<file path="src/rtl/uart_receiver.sv">
// UART receiver: 8 data bits, even parity, 1 stop bit, 16x oversampling
// with a baud-selectable divider. Reports the byte plus parity/framing flags.
module uart_receiver (
   input  logic       clk,
   input  logic       reset,
   input  logic       RxD,
   input  logic [2:0] baud_select,
   input  logic       Rx_EN,
   output logic [7:0] Rx_DATA,
   output logic       Rx_VALID,
   output logic       Rx_PERROR,
   output logic       Rx_FERROR
);

   localparam int unsigned DIV_W  = 14;
   localparam int unsigned TICK_W = 4;
   localparam int unsigned BIT_W  = 3;
   localparam int unsigned DATA_W = 8;

   typedef enum logic [2:0] {
      S_IDLE   = 3'd0,
      S_START  = 3'd1,
      S_DATA   = 3'd2,
      S_PARITY = 3'd3,
      S_STOP   = 3'd4
   } state_t;

   logic              r_sync1;
   logic              r_sync2;
   logic              w_rxd;

   logic [DIV_W-1:0]  r_div;
   logic [2:0]        r_baud_q;
   logic [DIV_W-1:0]  w_tc;
   logic              w_div_restart;
   logic              w_tick;

   state_t            r_state;
   state_t            w_state_nxt;
   logic [TICK_W-1:0] r_tick_cnt;
   logic [TICK_W-1:0] w_tick_nxt;
   logic [BIT_W-1:0]  r_bit_cnt;
   logic [BIT_W-1:0]  w_bit_nxt;
   logic [DATA_W-1:0] r_shift;
   logic [DATA_W-1:0] w_shift_nxt;
   logic              r_par;
   logic              w_par_nxt;
   logic              r_armed;
   logic              w_armed_nxt;
   logic              w_mid;

   logic [DATA_W-1:0] r_data;
   logic [DATA_W-1:0] w_data_nxt;
   logic              r_perror;
   logic              w_perror_nxt;
   logic              r_ferror;
   logic              w_ferror_nxt;
   logic              r_valid;
   logic              w_valid_nxt;

   assign w_rxd     = r_sync2;
   assign Rx_DATA   = r_data;
   assign Rx_VALID  = r_valid;
   assign Rx_PERROR = r_perror;
   assign Rx_FERROR = r_ferror;

   // Two-flop synchronizer on the serial line, resets to the idle (high) level
   always_ff @(posedge clk or negedge reset) begin
      if (!reset) begin
         r_sync1 <= 1'b1;
         r_sync2 <= 1'b1;
      end else begin
         r_sync1 <= RxD;
         r_sync2 <= r_sync1;
      end
   end

   // Divider period in clk cycles for each baud setting (50 MHz / (16 * baud))
   always_comb begin
      w_tc = DIV_W'(27);
      case (baud_select)
         3'd0: w_tc = DIV_W'(10417);
         3'd1: w_tc = DIV_W'(2604);
         3'd2: w_tc = DIV_W'(651);
         3'd3: w_tc = DIV_W'(326);
         3'd4: w_tc = DIV_W'(163);
         3'd5: w_tc = DIV_W'(81);
         3'd6: w_tc = DIV_W'(54);
         3'd7: w_tc = DIV_W'(27);
         default: w_tc = DIV_W'(27);
      endcase
   end

   // Tick fires on the last count of each period; a baud change or disable restarts the count
   assign w_div_restart = !Rx_EN || (baud_select != r_baud_q);
   assign w_tick        = !w_div_restart && (r_div == (w_tc - DIV_W'(1)));

   // 16x-baud tick divider
   always_ff @(posedge clk or negedge reset) begin
      if (!reset) begin
         r_div    <= '0;
         r_baud_q <= '0;
      end else begin
         r_baud_q <= baud_select;
         if (w_div_restart || w_tick) begin
            r_div <= '0;
         end else begin
            r_div <= r_div + DIV_W'(1);
         end
      end
   end

   assign w_mid = (r_tick_cnt == TICK_W'(15));

   // Receive FSM next-state and datapath/output next values
   always_comb begin
      w_state_nxt  = r_state;
      w_tick_nxt   = r_tick_cnt;
      w_bit_nxt    = r_bit_cnt;
      w_shift_nxt  = r_shift;
      w_par_nxt    = r_par;
      w_armed_nxt  = r_armed;
      w_data_nxt   = r_data;
      w_perror_nxt = r_perror;
      w_ferror_nxt = r_ferror;
      w_valid_nxt  = 1'b0;

      if (!Rx_EN) begin
         w_state_nxt = S_IDLE;
         w_tick_nxt  = '0;
         w_bit_nxt   = '0;
      end else if (w_tick) begin
         case (r_state)
            S_IDLE: begin
               // A line stuck low after a bad stop must be seen high before re-arming
               if (w_rxd) begin
                  w_armed_nxt = 1'b1;
               end else if (r_armed) begin
                  w_state_nxt = S_START;
                  w_tick_nxt  = '0;
               end
            end
            S_START: begin
               if (r_tick_cnt == TICK_W'(7)) begin
                  if (!w_rxd) begin
                     w_state_nxt = S_DATA;
                     w_tick_nxt  = '0;
                     w_bit_nxt   = '0;
                  end else begin
                     w_state_nxt = S_IDLE;
                  end
               end else begin
                  w_tick_nxt = r_tick_cnt + TICK_W'(1);
               end
            end
            S_DATA: begin
               w_tick_nxt = r_tick_cnt + TICK_W'(1);
               if (w_mid) begin
                  w_shift_nxt = {w_rxd, r_shift[DATA_W-1:1]};
                  w_bit_nxt   = r_bit_cnt + BIT_W'(1);
                  if (r_bit_cnt == BIT_W'(7)) begin
                     w_state_nxt = S_PARITY;
                  end
               end
            end
            S_PARITY: begin
               w_tick_nxt = r_tick_cnt + TICK_W'(1);
               if (w_mid) begin
                  w_par_nxt   = w_rxd;
                  w_state_nxt = S_STOP;
               end
            end
            S_STOP: begin
               w_tick_nxt = r_tick_cnt + TICK_W'(1);
               if (w_mid) begin
                  w_data_nxt   = r_shift;
                  w_perror_nxt = r_par ^ (^r_shift);
                  w_ferror_nxt = !w_rxd;
                  w_valid_nxt  = (r_par == (^r_shift)) && w_rxd;
                  w_armed_nxt  = w_rxd;
                  w_state_nxt  = S_IDLE;
                  w_tick_nxt   = '0;
               end
            end
            default: begin
               w_state_nxt = S_IDLE;
               w_tick_nxt  = '0;
               w_bit_nxt   = '0;
            end
         endcase
      end
   end

   // FSM state, counters, datapath and registered outputs
   always_ff @(posedge clk or negedge reset) begin
      if (!reset) begin
         r_state    <= S_IDLE;
         r_tick_cnt <= '0;
         r_bit_cnt  <= '0;
         r_shift    <= '0;
         r_par      <= 1'b0;
         r_armed    <= 1'b1;
         r_data     <= '0;
         r_perror   <= 1'b0;
         r_ferror   <= 1'b0;
         r_valid    <= 1'b0;
      end else begin
         r_state    <= w_state_nxt;
         r_tick_cnt <= w_tick_nxt;
         r_bit_cnt  <= w_bit_nxt;
         r_shift    <= w_shift_nxt;
         r_par      <= w_par_nxt;
         r_armed    <= w_armed_nxt;
         r_data     <= w_data_nxt;
         r_perror   <= w_perror_nxt;
         r_ferror   <= w_ferror_nxt;
         r_valid    <= w_valid_nxt;
      end
   end

endmodule

</file>
<file path="config.mk">
export PLATFORM = sky130hd
export DESIGN_NAME = uart_receiver
export DESIGN_NICKNAME = d
export VERILOG_FILES = /design/src/rtl/uart_receiver.sv
export SDC_FILE = /design/constraint.sdc
export NUM_CORES = 1
export LEC_CHECK = 0
export CORE_MARGIN = 2
export CORE_UTILIZATION = 48
export DETAILED_ROUTE_END_ITERATION = 7
export DONT_BUFFER_PORTS = 1
export PLACE_DENSITY_LB_ADDON = 0.3
export SYNTH_ARGS = -nofsm -noshare
export SYNTH_HDL_FRONTEND = slang
export SYNTH_SLANG_ARGS = --single-unit
</file>
<file path="constraint.sdc">
create_clock -name clk -period 3.1 [get_ports clk]
set_clock_uncertainty 0.2 [all_clocks]
set_input_delay 0.465 -clock clk [delete_from_list [all_inputs] [get_ports clk]]
set_output_delay 0.465 -clock clk [all_outputs]
set_load 0.005 [all_outputs]
</file>
**Yosys cells after proc, flatten, opt, wreduce, memory -nomap -nowiden**

Memories as Yosys holds them, arrays and structs flattened.
Index checks and enable logic that the tools add are counted.

- Word-level logic and storage cells: 95
- Bits in latches: 0
- Register bits after elaboration: 50
- Memories kept: 1
- Output and inout bits: 11
- Bits in read-only memories: 96
- Bits in writable memories: 0

Memory list:

| memory | depth | width | read ports | clocked after memory_dff | wr ports | RTL line | text |
|---|---|---|---|---|---|---|---|
| (name not given) | 8 | 12 | 1 | 0 | 0 | 81 | `case (baud_select)` |

- Reduce and logical (&&, ||, !) cells: 19
- Multiplexer cells: 33
- Shift operators: 0
- Multiply operators: 0
- Divide/modulo/power cells: 0
- Magnitude comparators: 0
- Add/subtract/negate cells: 4
- Bitwise logic cells: 1
- Equality and inequality tests: 23

Operators with widths:

| operator | count |
|---|---|
| $mux 3 | 14 |
| $mux 4 | 7 |
| $ne 3x3->1 const B | 8 |
| $pmux 4 s4 | 1 |
| $reduce_and 4->1 | 4 |
| $pmux 3 s5 | 1 |
| $add 14x1->14 const B | 1 |
| $eq 14x14->1 | 1 |
| $mux 14 | 1 |
| $sub 14x1->14 const B | 1 |
| $reduce_and 5->1 | 2 |
| $pmux 3 s3 | 1 |
| $reduce_and 8->1 | 1 |
| $reduce_xor 8->1 | 1 |
| $eq 3x2->1 const B | 2 |
| $eq 3x3->1 const B | 2 |
| $mux 1 | 6 |
| $ne 2x2->1 const B | 3 |
| $add 4x1->4 const B | 1 |
| $eq 4x3->1 const B | 1 |
| $eq 4x4->1 const B | 1 |
| $ne 4x4->1 const B | 1 |
| $add 3x1->3 const B | 1 |
| $eq 3x1->1 const B | 1 |
| 13 further kinds | 17 |

**Logic depth before layout (Yosys ltp)**

Gate-level depths: netlist of run 1.

- Depth in word-level cells: 7
- Gate-level depth with buffers: 14
- Depth with buffers taken out: 12

**Least setup slack after synthesis of run 1**

Ideal clock, no wire load.

- Kind: input to register
- Start point: input port baud_select[0]
- End point: register r_data[0], in the netlist Rx_DATA[0]
- Slack: -505 ps
- Library setup time: 125 ps
- Buffers on the path: 2
- Cell stages on the path: 14
- Arrival: 3280 ps
- Required time: 2775 ps
- Path through: buf_2 > inv_1 > ha_1 > inv_1 > a21oi_1 > ha_1 > nor4bb_1 > nor3b_1 > nand2_1 > nor3_1 > o211ai_2 > or4_1 > buf_6 > mux2_4

- Word-level cells in the longest chain between the ends: 5

RTL lines:

| item | RTL line | text |
|---|---|---|
| start: declaration | 7 | `input logic [2:0] baud_select,` |
| $mem_v2 8x12 or $ne 3x3->1 (tied branches) | - |  |
| $sub 14x1->14 or $logic_or 1x1->1 (tied branches) | 96, 95 |  |
| $eq 14x14->1 or $logic_not 1->1 (tied branches) | 96 | `assign w_tick = !w_div_restart && (r_div == (w_tc - DIV_W'(1)));` |
| $logic_and 1x1->1 (*) | 96 |  |
| $reduce_and 4->1 (no line) (*) | - |  |
| end signal: assignment | 214 | `r_data <= w_data_nxt;` |
| end: declaration | 52 | `logic [DATA_W-1:0] r_data;` |

Every way passes the cells marked *; elsewhere a longest branch is shown, timed or not.
A chain may end at the register's enable or synchronous reset.

**Final worst setup path of run 1**

- Start point: input port baud_select[1]
- End point: register r_data[6], in the netlist Rx_DATA[6]

Same word-level chain as after synthesis.

==> impl_metrics.env, run 1 <==
export IMPL_clockBufferDepth=2
export IMPL_min_from="Rx_EN"
export IMPL_numCtsBuffers=5
export IMPL_wl_met2_um=3040
export IMPL_worst_path_buf_inv=3
export IMPL_max_freq_mhz=339
export IMPL_worstPathMaxFanout=12
export IMPL_cp_slowest_stage_delay_ps=520
export IMPL_hold_viol=0
export IMPL_first_pass_iters=6
export IMPL_dpl_hpwl_um=4630
export IMPL_rows=30
export IMPL_fin_hold_ws_ps=90.5
export IMPL_portBuffers=0
export IMPL_finalNetCount=366
export IMPL_ys_warnings_count=0
export IMPL_crit_required_ps=3100
export IMPL_r2r_start="r_div[11]"
export IMPL_crit_type="primary input to flip-flop"
export IMPL_power_leakage_nw=1.61
export IMPL_pre_cts_slack_ps=-208
export IMPL_io_pins=18
export IMPL_dieArea_sq_um=7510
export IMPL_post_route_util_pct=55.0
export IMPL_root_buffer="clkbuf_8"
export IMPL_antenna_found_initial=0
export IMPL_first_iter_violations=126
export IMPL_grt_overflow=0
export IMPL_wl_um=6470
export IMPL_slew_violations=0
export IMPL_cpMaxStageDelayCell="or4_1"
export IMPL_cts_max_level=2
export IMPL_hold_class="primary input to flip-flop"
export IMPL_syn_area_per_cell_sq_um=10.0
export IMPL_cp_startpoint="baud_select[1]"
export IMPL_syn_area_sq_um=3280
export IMPL_drive_above_1_share_pct=21.6
export IMPL_avgViaCountPerCell=5.66
export IMPL_worst_slack_ps=148
export IMPL_grt_max_degree=51
export IMPL_drc=0
export IMPL_synth_edff_count=0
export IMPL_async_flop_share_pct=100
export IMPL_instances_no_fill=428
export IMPL_ir_drop_v=0.000150
export IMPL_layout_commonest_cell="dfrtp_1"
export IMPL_netlist_instances=328
export IMPL_path_cells="inv_2 -> buf_4 -> ha_1 -> and4bb_2 -> nor2b_1 -> o2111a_1 -> mux2_2 -> nand3_1 -> or4_1 -> buf_4 -> mux2_4"
export IMPL_crit_family="simple AND/OR/NAND/NOR gates"
export IMPL_coreArea_sq_um=6720
export IMPL_wl_met3_um=186
export IMPL_vias=2424
export IMPL_gp_congestion=0.827
export IMPL_crit_path_frequent_cell="buf_4"
export IMPL_wl_per_cell_um=15.1
export IMPL_synth_top_cell_area_share_pct=35.8
export IMPL_fin_setup_tns_ps=0
export IMPL_cts_tree="yes"
export IMPL_cp_start_kind="primary input"
export IMPL_first_global_vias=2444
export IMPL_setup_viol=0
export IMPL_met1_length_um=3190
export IMPL_yosys_register_bits=50
export IMPL_diodes=0
export IMPL_yosysTopAreaCell="dfrtp_1"
export IMPL_fin_crit_sh_pct=95.2
export IMPL_start_util_pct=48.8
export IMPL_syn_num_nets=347
export IMPL_ys_seq_area_share_pct=38.2
export IMPL_layout_common_cells="47 x dfrtp_1, 29 x nand2_1, 24 x buf_4, 21 x xnor2_1, 18 x nor3_1"
export IMPL_rsz0062_at_grt="no"
export IMPL_p_per_area_nw_per_um2=323
export IMPL_die_h_um=86.7
export IMPL_period_minus_slack_ps=2950
export IMPL_clk_pin_slew_ps=90
export IMPL_slew_headroom_pct=70.4
export IMPL_cp_arrival_ps=2950
export IMPL_topRoutingLayerUsed="met4"
export IMPL_worst_slew_pin_slew_ps=443
export IMPL_clock_insertion_delay_worst_skew_ps=310
export IMPL_synth_area_leaders="dfrtp_1 36%, mux2_4 7.8%, xnor2_1 5.9%"
export IMPL_grt_usage_pct=18.9
export IMPL_grt_pass1_wl_um=11500
export IMPL_drv_cap=0
export IMPL_cts_sinks=50
export IMPL_yosys_most_used_dff="dfrtp_1"
export IMPL_synth_cell_types=54
export IMPL_placed_cells_incl_taps=414
export IMPL_detail_route_antenna_nets=0
export IMPL_end_kind="flip-flop"
export IMPL_die_w_um=86.7
export IMPL_status="finished, final reports clean"
export IMPL_area_growth_pct=12.7
[what timing repair did]
item,in CTS,in global routing
hold buffers,6,0
endpoints found under the setup margin,0,17
endpoints found under the hold margin,54,0
gates resized for setup,0,1
buffers inserted,0,0
[path summary, 6_finish.rpt]
kind                                       to  slack, ps  depth (start not counted)
min in group asynchronous            r_div[5]        460                          2
worst max register to register     Rx_DATA[6]        550                          8
worst max-delay path               Rx_DATA[6]        150                         11
worst min register to register        r_sync2        160                          0
max in group asynchronous             r_armed       1950                          2
worst min-delay path            r_tick_cnt[0]         90                          2
[report_power, final]
| part | total [mW] | internal (mW) | switching, mW |
|---|---|---|---|
| sequential | 0.661 | 0.657 | 0.00396 |
| clock | 0.393 | 0.163 | 0.229 |
| combinational | 0.140 | 0.0646 | 0.0754 |
| total | 1.19 | 0.885 | 0.309 |
[registers in the layout (all words and copies together), names as in the netlist, 3 cells and up]
name and cells:
r_shift 8, r_baud_q 3, Rx_DATA 8, r_bit_cnt 3, r_tick_cnt 4, r_div 14, r_state 3
[through the flow]
step,area [sq um],total power [mW]
floorplan,3350,0.770
global placement,3520,0.788
detailed placement,3520,0.790
CTS,3690,1.21
global route,3700,1.25
finish,3700,1.19
[cells in the mapped netlist, types with 2 or more instances]
cell type  count
o21ai_0        8
buf_6          4
nand2_1       29
o41ai_1        2
xor2_1        12
nor2b_1        9
mux2i_1       13
nor2_1        16
ha_1          12
and2_1         2
nor3b_1        4
mux2_4        17
o311ai_0       3
o21a_1         2
nand4_1        4
inv_1         12
or4_1          4
clkbuf_1      12
nor4_1         2
nand4b_1       4
o31a_1         2
and3_1         5
mux2_2         3
nand3_1       17
nor3_1        20
nor4bb_1       2
dfrtp_1       47
xnor2_1       22
a211oi_1       2
nand3b_1       2
dfstp_2        3
o31ai_1        2
nand2b_1       7
a21oi_1        3
[metal layers]
metal / track usage, % / up-vias
met3: 2.67 / 6
met5: 0 / -
met1: 26.5 / 1174
met2: 30.3 / 45
li1: - / 1199
met4: 5.54 / 0
[cell type report]
class / count / area, sq um
fill: 576 / 3020
clock buffer: 5 / 68.8
clock inverter: 3 / 25.0
timing repair buffer: 30 / 258
tap: 80 / 100
inverter: 12 / 47.5
multi-input combinational: 248 / 1940
sequential: 50 / 1250
[kinds of logic after synthesis]
| kind of cell | Yosys count | synth area share, % |
|---|---|---|
| simple gates | 131 | 21.9 |
| fa+ha+maj | 12 | 4.57 |
| buf+inv | 30 | 4.50 |
| mux | 33 | 12.8 |
| xor+xnor | 34 | 9.07 |
| flops | 50 | 38.2 |
| compound gates | 38 | 8.96 |
Note: power is estimated with default switching activity, not from simulation.
==> inputs of run 2 (changes only) <==
--- a/config.mk
+++ b/config.mk
@@ -5,11 +5,15 @@
 export SDC_FILE = /design/constraint.sdc
 export NUM_CORES = 1
 export LEC_CHECK = 0
+export CAP_MARGIN = 20
+export CELL_PAD_IN_SITES_DETAIL_PLACEMENT = 2
+export CELL_PAD_IN_SITES_GLOBAL_PLACEMENT = 2
 export CORE_MARGIN = 2
-export CORE_UTILIZATION = 48
+export CORE_UTILIZATION = 42
 export DETAILED_ROUTE_END_ITERATION = 7
 export DONT_BUFFER_PORTS = 1
 export PLACE_DENSITY_LB_ADDON = 0.3
+export SLEW_MARGIN = 20
 export SYNTH_ARGS = -nofsm -noshare
 export SYNTH_HDL_FRONTEND = slang
 export SYNTH_SLANG_ARGS = --single-unit
==> run 2 against run 1 <==
Against the previous run:
- setup slack worse by 260 ps
- sequential share of layout area fell by 1.6 points
- critical path type unchanged
- cell area is 5.0% higher
- cell count rose by 6.1%
- count of clock-buffer cells in the layout unchanged
- core utilization shrank 4.3 points
- critical path depth up 1
- via count increased by 20%
- largest power group unchanged
- global-route usage grew 13 points
- the flow now finishes with violations (negative setup slack)
==> impl_metrics.env, run 2 (synthesis gave the netlist of run 1 again) <==
export IMPL_cts_max_level=2
export IMPL_start_util_pct=42.9
export IMPL_max_freq_mhz=312
export IMPL_finish_instance_area_sq_um=3880
export IMPL_cp_start_kind="primary input"
export IMPL_cpMaxStageDelayCell="or4_4"
export IMPL_power_leakage_nw=1.66
export IMPL_r2r_start="r_div[11]"
export IMPL_end_kind="flip-flop"
export IMPL_portBuffers=0
export IMPL_worst_slew_pin_slew_ps=583
export IMPL_slew_headroom_pct=61.1
export IMPL_antenna_found_initial=2
export IMPL_place_area_sq_um=3570
export IMPL_grt_overflow=0
export IMPL_clk_pin_slew_ps=120
export IMPL_first_global_vias=3299
export IMPL_status="complete, but fails checks"
export IMPL_combPwrFrac_pct=14.9
export IMPL_instances_no_fill=454
export IMPL_r2r_end="Rx_DATA[0]"
export IMPL_cts_sinks=50
export IMPL_drc=0
export IMPL_min_from="Rx_EN"
export IMPL_first_pass_iters=6
export IMPL_io_pins=18
export IMPL_grt_pass1_wl_um=20300
export IMPL_path_cells="inv_2 -> buf_4 -> ha_1 -> buf_4 -> inv_1 -> a32oi_1 -> o21ai_0 -> o311ai_2 -> nand3_1 -> or4_4 -> buf_8 -> mux2_4"
export IMPL_fill_cells=786
export IMPL_multi_input_area_sq_um=2060
export IMPL_drv_cap=0
export IMPL_drive_above_1_share_pct=27.4
export IMPL_rr_worst_depth=8
export IMPL_ir_drop_v=0.000202
export IMPL_cp_arrival_ps=3230
export IMPL_layout_commonest_cell="dfrtp_1"
export IMPL_clockBufferDepth=2
export IMPL_switchingPower_mw=0.403
export IMPL_cts_tree="yes"
export IMPL_min_path_cells=2
export IMPL_p_per_area_nw_per_um2=336
export IMPL_r2r_slack_ps=180
export IMPL_area_growth_pct=18.3
export IMPL_slew_violations=0
export IMPL_clkPwrFrac_pct=34.2
export IMPL_detail_route_antenna_nets=0
export IMPL_avgViaCountPerCell=6.42
export IMPL_netSwitchingFraction_pct=30.9
export IMPL_p_seq_share_pct=50.9
export IMPL_finalNetCount=369
export IMPL_fin_hold_ws_ps=92.0
export IMPL_rows=32
export IMPL_grt_max_degree=51
export IMPL_dieArea_sq_um=8540
export IMPL_numCtsBuffers=5
export IMPL_worst_slack_ps=-109
export IMPL_ff_latch_area_sq_um=1250
export IMPL_setup_viol=21
export IMPL_period_minus_slack_ps=3210
export IMPL_vias=2913
export IMPL_crit_path_frequent_cell="buf_4"
export IMPL_violations="negative setup slack"
export IMPL_hold_end="r_bit_cnt[1]"
export IMPL_placed_cells_incl_taps=439
export IMPL_crit_type="primary input to flip-flop"
export IMPL_intPower_mw=0.900
export IMPL_dpl_hpwl_um=7070
export IMPL_die_w_um=92.4
export IMPL_gp_congestion=0.790
export IMPL_registers_top_by_ff_count="r_div"
export IMPL_clock_insertion_delay_worst_skew_ps=320
export IMPL_wl_per_cell_um=32.0
export IMPL_wl_um=14500
export IMPL_hold_class="primary input to flip-flop"
export IMPL_coreArea_sq_um=7650
export IMPL_layout_common_cells="47 x dfrtp_1, 29 x nand2_1, 24 x buf_4, 19 x xnor2_1"
export IMPL_cp_slowest_stage_delay_ps=600
export IMPL_grt_usage_pct=31.5
export IMPL_fin_crit_sh_pct=104
export IMPL_post_route_util_pct=50.8
export IMPL_largest_reg_flops=14
export IMPL_die_h_um=92.4
export IMPL_worstPathMaxFanout=12
export IMPL_crit_required_ps=3120
export IMPL_hold_viol=0
export IMPL_root_buffer="clkbuf_8"
export IMPL_first_iter_violations=253
## run 2: worst max-delay path by stage
stage / startpoint / to / slack [ps] / cells after the start
detailed placement: baud_select[1] / Rx_DATA[7] / -350 / 11
finish: baud_select[1] / Rx_DATA[0] / -110 / 12
CTS: baud_select[1] / Rx_DATA[7] / 20 / 13
floorplan: baud_select[2] / Rx_DATA[0] / -220 / 13
global placement: baud_select[0] / Rx_DATA[7] / -140 / 13
global route: baud_select[0] / r_div[8] / -130 / 14
## run 2: final cells by class
cell class | instances | area share [%]
Sequential cell | 50 | 32.3
Antenna cell | 1 | 0.0645
Clock buffer | 5 | 1.77
Multi-Input combinational cell | 248 | 53.0
Timing Repair Buffer | 33 | 7.61
Clock inverter | 3 | 0.741
Inverter | 12 | 1.22
Tap cell | 102 | 3.29
## run 2: what timing repair did
item                                    CTS  global route
endpoints found under the setup margin    8            44
pin swaps                                 0             3
setup buffers                             0             0
hold buffers                              6             0
gates resized for setup                   1            27
endpoints found under the hold margin    54             0
## run 2: stage by stage
| stage | setup WS (ps) | TNS [ps] | total power, mW |
|---|---|---|---|
| after floorplan | -220 | -3560 | 0.770 |
| after detailed placement | -352 | -6810 | 0.801 |
| after global placement | -144 | -2210 | 0.792 |
| after CTS | 22.1 | 0 | 1.25 |
| after global routing | -131 | -2410 | 1.34 |
| final | -109 | -1600 | 1.30 |
## run 2: critical path, delay by kind of cell
kind	cells	cell delay, ps
adder cells (fa/ha/maj)	1	190
multiplexers	1	310
AO/OA/AOI/OAI	3	790
buffers and inverters	5	610
AND/OR/NAND/NOR	2	860
## run 2: layer usage
layer | global-route usage, % | up-vias | share of wire [%]
li1 | - | 1204 | -
met5 | 0 | - | 0.048
met3 | 4.23 | 60 | 4.9
met2 | 55.9 | 136 | 50
met1 | 39.1 | 1511 | 40
met4 | 11.6 | 2 | 6.0
## run 2: power groups by stage
stage / Clock, mW / Combinational (mW) / Sequential, mW
final: 0.446 / 0.194 / 0.663
after floorplan: 0 / 0.0987 / 0.671
after detailed placement: 0 / 0.127 / 0.675
after CTS: 0.437 / 0.153 / 0.662
after global routing: 0.476 / 0.201 / 0.664
after global placement: 0 / 0.118 / 0.674
==> inputs of run 3 (changes only) <==
--- a/config.mk
+++ b/config.mk
@@ -5,11 +5,12 @@
 export SDC_FILE = /design/constraint.sdc
 export NUM_CORES = 1
 export LEC_CHECK = 0
+export ABC_AREA = 1
 export CAP_MARGIN = 20
 export CELL_PAD_IN_SITES_DETAIL_PLACEMENT = 2
 export CELL_PAD_IN_SITES_GLOBAL_PLACEMENT = 2
 export CORE_MARGIN = 2
-export CORE_UTILIZATION = 42
+export CORE_UTILIZATION = 37
 export DETAILED_ROUTE_END_ITERATION = 7
 export DONT_BUFFER_PORTS = 1
 export PLACE_DENSITY_LB_ADDON = 0.3
==> run 3 against run 2 <==
Against the previous run:
- the flow now finishes without violations
- flip-flop and latch count unchanged
- die area up 11%
- power up 17%
- combinational power up 110%
- synthesized cell count up 32%
- maximum frequency up 15%
- non-clock buffer count down 22
- critical path type unchanged
==> impl_metrics.env, run 3 <==
export IMPL_layout_common_cells="123 x nand2_1, 60 x inv_1, 49 x nor2_1, 47 x dfrtp_1, 31 x nand3_1"
export IMPL_max_freq_mhz=360
export IMPL_path_cells="inv_1 -> ha_1 -> inv_1 -> nand2_1 -> nand2_1 -> inv_1 -> ha_1 -> nand3_2 -> nor2_1 -> nand3_1 -> xor2_1 -> nand3_1 -> nor2_2 -> and2_4 -> nand3_4 -> nand2_1 -> o21ai_2"
export IMPL_fin_crit_sh_pct=89.7
export IMPL_worst_path_buf_inv=3
export IMPL_avgViaCountPerCell=5.31
export IMPL_start_util_pct=38.7
export IMPL_ir_drop_v=0.000180
export IMPL_die_h_um=97.2
export IMPL_slew_headroom_pct=46.1
export IMPL_drc=0
export IMPL_rows=33
export IMPL_cp_slowest_stage_delay_ps=230
export IMPL_power_total_mw=1.52
export IMPL_worstPathMaxFanout=16
export IMPL_first_iter_violations=67
export IMPL_coreArea_sq_um=8300
export IMPL_clockBufferDepth=2
export IMPL_syn_num_nets=452
export IMPL_crit_type="primary input to flip-flop"
export IMPL_worst_slew_pin_slew_ps=788
export IMPL_fin_setup_tns_ps=0
export IMPL_period_minus_slack_ps=2780
export IMPL_cp_start_kind="primary input"
export IMPL_hold_viol=0
export IMPL_yosys_register_bits=50
export IMPL_registers_top_by_ff_count="r_div"
export IMPL_gp_congestion=0.889
export IMPL_grt_overflow=0
export IMPL_ys_warnings_count=0
export IMPL_cp_arrival_ps=2790
export IMPL_cts_tree="yes"
export IMPL_io_pins=18
export IMPL_syn_area_sq_um=3210
export IMPL_drive_above_1_share_pct=9.84
export IMPL_syn_area_per_cell_sq_um=7.41
export IMPL_slew_violations=0
export IMPL_cts_sinks=50
export IMPL_synth_area_leaders="dfrtp_1 37%, nand2_1 14%, inv_1 7.0%"
export IMPL_netlist_instances=433
export IMPL_setup_viol=0
export IMPL_yosys_most_used_dff="dfrtp_1"
export IMPL_yosys_top_cells_count="123 x nand2_1, 60 x inv_1, 49 x nor2_1"
export IMPL_rsz0062_at_grt="no"
export IMPL_largest_reg_flops=14
export IMPL_numCtsBuffers=5
export IMPL_synth_cell_types=35
export IMPL_cpMaxStageDelayCell="xor2_1"
export IMPL_vias=2933
export IMPL_async_flop_share_pct=100
export IMPL_synth_most_common_cell="nand2_1"
export IMPL_crit_required_ps=3110
export IMPL_wl_um=10300
export IMPL_grt_pass1_wl_um=17500
export IMPL_antenna_found_initial=0
export IMPL_synth_edff_count=0
export IMPL_p_per_area_nw_per_um2=431
export IMPL_clk_pin_slew_ps=100
export IMPL_portBuffers=0
export IMPL_dieArea_sq_um=9440
export IMPL_wl_per_cell_um=18.7
export IMPL_grt_max_degree=51
export IMPL_finalNetCount=465
export IMPL_area_growth_pct=10.2
export IMPL_diodes=0
export IMPL_drv_cap=0
export IMPL_crit_family="simple AND/OR/NAND/NOR gates"
export IMPL_die_w_um=97.2
export IMPL_detail_route_antenna_nets=0
export IMPL_synth_top_cell_area_share_pct=36.6
export IMPL_cts_max_level=2
export IMPL_fin_hold_ws_ps=164
export IMPL_post_route_util_pct=42.6
export IMPL_dpl_hpwl_um=7340
export IMPL_power_leakage_nw=1.74
export IMPL_clock_insertion_delay_worst_skew_ps=320
export IMPL_root_buffer="clkbuf_8"
export IMPL_yosysTopAreaCell="dfrtp_1"
export IMPL_first_pass_iters=4
export IMPL_first_global_vias=3381
export IMPL_layout_commonest_cell="nand2_1"
export IMPL_grt_usage_pct=23.2
export IMPL_hold_class="flip-flop to flip-flop"
export IMPL_ys_seq_area_share_pct=39.1
export IMPL_status="finished, final reports clean"
export IMPL_end_kind="flip-flop"
-- run 3: changes by cell type in the layout (fill, tap and decap cells not counted), sizes merged, moves of 18 or more --
cell / previous run / this run
inv: 13 / 61
nand3: 17 / 35
nor2: 16 / 54
mux2: 20 / 0
buf: 28 / 6
nand2: 29 / 129
-- run 3: what timing repair did --
item	CTS	global route
hold endpoints to repair	54	0
hold buffers	6	0
endpoints found under the setup margin	0	4
setup buffers	0	0
gates resized for setup	0	1
-- run 3: path summary, 6_finish.rpt --
path,startpoint,to,slack (ps),cells past startpoint
setup / recovery,baud_select[0],r_shift[0],320,17
setup reg to reg,r_div[0],r_div[12],620,13
max in group asynchronous,reset,r_sync1,1900,2
hold / removal,r_sync1,r_sync2,160,0
hold reg to reg,r_sync1,r_sync2,160,0
min in group asynchronous,reset,r_div[3],490,2
-- run 3: worst register-to-register path, stage by stage (launching register included) --
cell	delay, ps
dfrtp_1	440
ha_1	200
nand2_1	80
nor2_1	110
inv_1	70
nor2_1	130
inv_1	90
nor3_1	270
nand2_1	100
nor2_1	160
nand2_1	110
nor3_1	210
xnor2_1	150
nor2_1	60
-- run 3: power by group --
group	total, mW	switching (mW)	internal [mW]
clock	0.407	0.248	0.159
sequential	0.710	0.0333	0.677
combinational	0.406	0.277	0.129
total	1.52	0.558	0.965
-- run 3: layout make-up --
cell class                 count  area [sq um]
timing repair buffer          11           140
tap                          105           131
clock inverter                 3          21.3
clock buffer                   5          68.8
sequential                    50          1250
fill                        1004          4760
multi-input combinational    317          1690
inverter                      61           229
-- run 3: kinds of logic after synthesis --
group	Yosys count	synth area share [%]
AOI/OAI and AO/OA	35	7.01
buffers and inverters	66	8.38
and+or+nand+nor	249	35.1
adders and majority gates	12	4.68
xor gates and xnor gates	21	5.73
DFF	50	39.1
-- run 3: stage by stage --
step | instances | setup WS, ps | area (sq um)
6_report | 552 | 320 | 3540
5_1_grt | 552 | 3.02 | 3540
4_1_cts | 552 | 258 | 3530
3_5_place_dp | 538 | -57.3 | 3360
3_3_place_gp | 538 | 139 | 3360
2_1_floorplan | 433 | 363 | 3210
-- run 3: metal layers --
metal	track usage, %	vias up	wire, um
met5	0	-	0
met4	5.74	0	168
met3	3.53	15	294
met2	41.8	50	5280
met1	29.0	1476	4560
li1	-	1392	-
